File: config.mk
export PLATFORM = sky130hd
export DESIGN_NAME = lfsr_gen
export DESIGN_NICKNAME = d
export VERILOG_FILES = /design/src/rtl/lfsr_pkg.sv /design/src/rtl/lfsr_step.sv /design/src/rtl/lfsr_gen.sv
export SDC_FILE = /design/constraint.sdc
export NUM_CORES = 1
export LEC_CHECK = 0
export CORE_ASPECT_RATIO = 0.9
export CORE_MARGIN = 2
export CORE_UTILIZATION = 51
export CTS_CLUSTER_SIZE = 10
export DETAILED_ROUTE_END_ITERATION = 12
export PLACE_DENSITY = 0.81
export SLEW_MARGIN = 10
export SYNTH_ARGS = -nofsm -noshare
export SYNTH_HDL_FRONTEND = slang
export SYNTH_SLANG_ARGS = --single-unit
export TNS_END_PERCENT = 100
File: constraint.sdc
create_clock -name clk -period 2 [get_ports clk]
set_input_delay 0.4 -clock clk [delete_from_list [all_inputs] [get_ports clk]]
set_output_delay 0.4 -clock clk [all_outputs]
set_load 0.05 [all_outputs]
File: src/rtl/lfsr_pkg.sv
// Shared types and constants for the LFSR generator and its combinational step.
package lfsr_pkg;

  typedef enum logic {
    ST_IDLE  = 1'b0,
    ST_SHIFT = 1'b1
  } lfsr_fsm_e;

  localparam int LFSR_FIB = 0;
  localparam int LFSR_GAL = 1;

  // Bit-counter width; never narrower than one bit.
  function automatic int cnt_width(input int width);
    return (width <= 2) ? 1 : $clog2(width);
  endfunction

endpackage

File: src/rtl/lfsr_step.sv
// One combinational LFSR advance; Fibonacci or Galois selected at elaboration.
module lfsr_step
  import lfsr_pkg::*;
#(
  parameter int               WIDTH = 8,
  parameter logic [WIDTH-1:0] TAPS  = 8'hB8,
  parameter int               MODE  = LFSR_FIB
) (
  input  logic [WIDTH-1:0] cur,
  output logic [WIDTH-1:0] nxt
);

  generate
    if (MODE == LFSR_GAL) begin : g_galois
      // Outgoing MSB folds the tap mask into the shifted state.
      assign nxt = {cur[WIDTH-2:0], 1'b0} ^ (cur[WIDTH-1] ? TAPS : '0);
    end else begin : g_fibonacci
      assign nxt = {cur[WIDTH-2:0], ^(cur & TAPS)};
    end
  endgenerate

endmodule

File: src/rtl/lfsr_gen.sv
// LFSR pseudo-random source with seed load, lock-up protection and a snapshot
// serialiser. Handshake: out is meaningful only in cycles where valid is high.
module lfsr_gen
  import lfsr_pkg::*;
#(
  parameter int               WIDTH        = 8,
  parameter logic [WIDTH-1:0] TAPS         = 8'hB8,
  parameter int               MODE         = LFSR_FIB,
  parameter logic [WIDTH-1:0] SEED_DEFAULT = 8'h01,
  parameter bit               MSB_FIRST    = 1'b0
) (
  input  logic             clk,
  input  logic             rst,
  input  logic             seed_load,
  input  logic [WIDTH-1:0] seed,
  input  logic             enable,
  input  logic             out_enable,
  output logic             out,
  output logic             valid,
  output logic             busy,
  output logic             lockup,
  output logic [WIDTH-1:0] state
);

  localparam int            CW   = cnt_width(WIDTH);
  localparam logic [CW-1:0] LAST = CW'(WIDTH - 1);

  lfsr_fsm_e        fsm_q;
  lfsr_fsm_e        fsm_d;
  logic [WIDTH-1:0] lfsr_q;
  logic [WIDTH-1:0] snap_q;
  logic [CW-1:0]    cnt_q;
  logic             lockup_q;

  logic [WIDTH-1:0] step_val;
  logic [WIDTH-1:0] load_val;
  logic [WIDTH-1:0] safe_step;
  logic             seed_zero;
  logic             step_zero;
  logic             do_snap;
  logic             do_step;
  logic [CW-1:0]    bit_idx;

  lfsr_step #(
    .WIDTH (WIDTH),
    .TAPS  (TAPS),
    .MODE  (MODE)
  ) u_step (
    .cur (lfsr_q),
    .nxt (step_val)
  );

  // Zero seeds and zero steps are both replaced by the default seed.
  always_comb begin
    seed_zero = (seed == '0);
    step_zero = (step_val == '0);
    load_val  = seed_zero ? SEED_DEFAULT : seed;
    safe_step = step_zero ? SEED_DEFAULT : step_val;
    do_snap   = (fsm_q == ST_IDLE) && !seed_load && out_enable;
    do_step   = (fsm_q == ST_IDLE) && !seed_load && !out_enable && enable;
  end

  always_ff @(posedge clk or posedge rst) begin
    if (rst) begin
      fsm_q <= ST_IDLE;
    end else begin
      fsm_q <= fsm_d;
    end
  end

  always_comb begin
    fsm_d = fsm_q;
    case (fsm_q)
      ST_IDLE: begin
        if (do_snap) fsm_d = ST_SHIFT;
      end
      ST_SHIFT: begin
        if (seed_load || (cnt_q == LAST)) fsm_d = ST_IDLE;
      end
      default: fsm_d = ST_IDLE;
    endcase
  end

  always_comb begin
    valid   = (fsm_q == ST_SHIFT);
    busy    = (fsm_q == ST_SHIFT);
    bit_idx = MSB_FIRST ? (LAST - cnt_q) : cnt_q;
    out     = valid ? snap_q[bit_idx] : 1'b0;
  end

  // The generator state only moves in IDLE, or on a load that aborts a readout.
  always_ff @(posedge clk or posedge rst) begin
    if (rst) begin
      lfsr_q   <= SEED_DEFAULT;
      snap_q   <= '0;
      cnt_q    <= '0;
      lockup_q <= 1'b0;
    end else begin
      lockup_q <= (seed_load && seed_zero) || (do_step && step_zero);
      if (seed_load) begin
        lfsr_q <= load_val;
      end else if (do_step) begin
        lfsr_q <= safe_step;
      end
      if (do_snap) begin
        snap_q <= lfsr_q;
      end
      if ((fsm_q == ST_SHIFT) && (fsm_d == ST_SHIFT)) begin
        cnt_q <= cnt_q + 1'b1;
      end else begin
        cnt_q <= '0;
      end
    end
  end

  assign state  = lfsr_q;
  assign lockup = lockup_q;

endmodule

==> impl_results.md <==
- Status: complete, no violations
- Fillers: 154
- Total Wirelength: roughly 2100 µm
- Row cnt: 15
- Final setup TNS: 0 ns
- Warnings from Yosys: 0
- Clock Pin Slew Worst Setup and Hold Paths: around 0.13 ns
- Cts hold-fix bufs: 0
- Max-cap violation count: 0
- Routed wire length per instance: about 15 µm
- Largest area contributor in the netlist: dfrtp_1
- CTS Buffer Depth: 2
- Dominant cells by area after synthesis: dfrtp_1 48%, mux2_2 8.7%, nand2_1 4.7%, a22oi_1 4.3%, mux4_2 4.3%
- CTS buffer count: 3
- Fmax: 506.5 MHz
- Share of the synthesized area in the top cell type: 0.4813
- Clock sink total: 21
- EDFF count, synth: 0
- Crit path kind: reg2out
- Sequential area share after synthesis: 0.5066
- Detailed Routing Iterations Pass 1: 4
- Worst Path Max Fanout: 3
- Vias in the first global route: 712
- Post-Syn Nets: 100
- Hpwl dp: between 1500 and 2000 µm
- Met2 wire len: approximately 990 µm
- Fin. Hold Viols: 0
- Root Driver: clkbuf_4
- RSZ-0062 raised after global routing: yes
- Worst-Skew Late Latency: slightly above 0.3 ns
- Final Max Slew Viols: 0
- Final ANT Viol Nets: 0
- WHS: 0.3914 ns
- Distinct cells, synth: 30
- Routed vias: between 700 and 800
- Initial Util: 0.5431
- Core footprint: between 1500 and 2000 µm²
- Fin nets: 131
- Worst Setup Start Kind: flop
- I/O pin total: 25
- Share of cells above drive strength 1: 0.3130
- Largest net degree at the start of global routing: 22
- Highest Signal Layer: met4
- Worst Skew: about 0.01 ns
- CTS tree: done
- Htree depth: 1
- Cell count after synthesis: 85
- Dominant synthesized flop cell: dfrtp_1
- WP data arrival: approximately 1.6 ns
- Flop and latch count out of synthesis: 21
- 1st-iter DRT viols: 12
- DRC: 0
- Post-route cell area: between 1000 and 1500 µm²
- Grt ovf: 0
- Total Routing Usage GR: 0.1997
- Metal3 WL: roughly 80 µm
- Synth Cell Area: roughly 1000 µm²
- Worst min path class: in2async
- First-pass GRT wire length: around 3400 µm
- Metal-1 WL: 1026 µm
- Slew HR: 0.6663
- GPL Wtd Cong: slightly above 0.8
- ANT cells: 0
- Synth-to-layout area growth: 28.40%
- Die area: between 2000 and 2500 µm²
- Min Tclk post-route: roughly 2.0 ns
- Worst-margin pin slew: between 0.4 and 0.5 ns
- Util after Layout: 0.6974
- Period utilisation layout: 0.9871
- Leak Pwr: approximately 0.61 nW
- Syn Area/Cell: around 12 µm²
- Pwr dens: ~800 nW/µm²
- Req. time, crit path: 1.60 ns
- Initial antenna violation count: 0
- Worst VDD drop: 586.1 µV
- Placement Cell Area: approximately 1300 µm²
- Die W: between 50 and 60 µm
- Die height: approximately 47 µm
- Port Buf Inserts: 24
- Ys async rst share: 1.000
- Critical Path Sink Type: primary output
- Final setup fails: 0
- Via density: roughly 5.5
-- metal layers --
| metal | global-route usage | vias to the layer above |
|---|---|---|
| li1 | - | 368 |
| met1 | 0.2771 | 382 |
| met2 | 0.3103 | 23 |
| met3 | 0.03822 | 2 |
| met4 | 0.09474 | 0 |
| met5 | 0 | - |
-- sequential cells by signal, summed over array words and instances, names as in the netlist --
register / cells
bit_idx: 3
busy: 1
lockup: 1
snap_q: 8
state: 8
-- cells in the mapped netlist, drive strengths merged, types with 2 or more instances --
| master | number |
|---|---|
| nor3 | 5 |
| a22oi | 6 |
| mux2 | 8 |
| buf | 3 |
| nor3b | 2 |
| dfrtp | 20 |
| and2 | 2 |
| mux4 | 2 |
| nor4 | 2 |
| nor2 | 3 |
| ha | 2 |
| nand2 | 13 |
| inv | 2 |
| xnor2 | 2 |
-- placed cells by master (no fill, tap or decap), drive strengths merged, types with 2 or more instances in the layout --
cell and n:
a22oi 6, and2 2, buf 15, clkbuf 3
clkdlybuf4s50 14, dfrtp 20, ha 2, inv 2
mux2 8, mux4 2, nand2 13, nor2 3
nor3 5, nor3b 2, nor4 2, xnor2 2
-- stage by stage --
stage | setup slack, ns | std cells | total power [W]
4_1_cts | -0.01217 | 139 | 0.001064
3_3_place_gp | 0.08130 | 134 | 0.0008481
3_5_place_dp | 0.03023 | 134 | 0.0008580
2_1_floorplan | 0.0008269 | 85 | 0.0007527
5_1_grt | -0.05794 | 140 | 0.001109
6_report | 0.02582 | 140 | 0.001062
-- area by class of cell --
cell class | instances | area [µm²] | area share
clock buffer | 3 | 22.52 | 0.01687
clock inverter | 1 | 5.005 | 0.003749
inverter | 2 | 7.507 | 0.005623
multi-input combinational | 58 | 471.7 | 0.3533
sequential | 21 | 528.0 | 0.3955
tap | 25 | 31.28 | 0.02343
timing repair buffer | 30 | 269.0 | 0.2015
-- worst max-delay path, stage by stage (launching register included) --
cell and delay, ns:
dfrtp_2 0.41, mux4_2 0.51, mux2i_1 0.14, nor2_1 0.07
buf_6 0.15
-- power breakdown --
group,switching [W],internal [W]
registers,0.0000564,0.000487
logic,0.000169,0.000140
clock network,0.000134,0.0000747
-- final timing paths --
check,from,end,slack [ns],depth (start not counted)
worst min-delay path,rst,state[1]$_DFFE_PP0P_,0.39,3
min in group clk,bit_idx[0]$_DFF_PP0_,bit_idx[0]$_DFF_PP0_,0.50,1
worst max register to register,bit_idx[1]$_DFF_PP0_,bit_idx[1]$_DFF_PP0_,0.51,6
worst min register to register,bit_idx[0]$_DFF_PP0_,bit_idx[0]$_DFF_PP0_,0.50,1
max in group asynchronous,rst,state[0]$_DFFE_PP1P_,1.33,3
worst max-delay path,bit_idx[1]$_DFF_PP0_,out,0.03,4
-- kinds of logic after synthesis --
| kind of cell | count (synthesis) | synth area share |
|---|---|---|
| AND/OR/NAND/NOR | 32 | 0.1841 |
| flip-flops | 21 | 0.5066 |
| multiplexers | 11 | 0.1396 |
| AO/OA/AOI/OAI | 10 | 0.08063 |
| buffers and inverters | 6 | 0.03971 |
| XOR/XNOR | 3 | 0.02528 |
| adder cells (fa/ha/maj) | 2 | 0.02406 |
-- repair_timing --
| action | in CTS | in global routing |
|---|---|---|
| endpoints found under the hold margin | 0 | 0 |
| gates resized for setup | 1 | 2 |
| setup buffers | 1 | 1 |
| setup endpoints to repair | 1 | 2 |
Note: power is estimated with default switching activity, not from simulation.
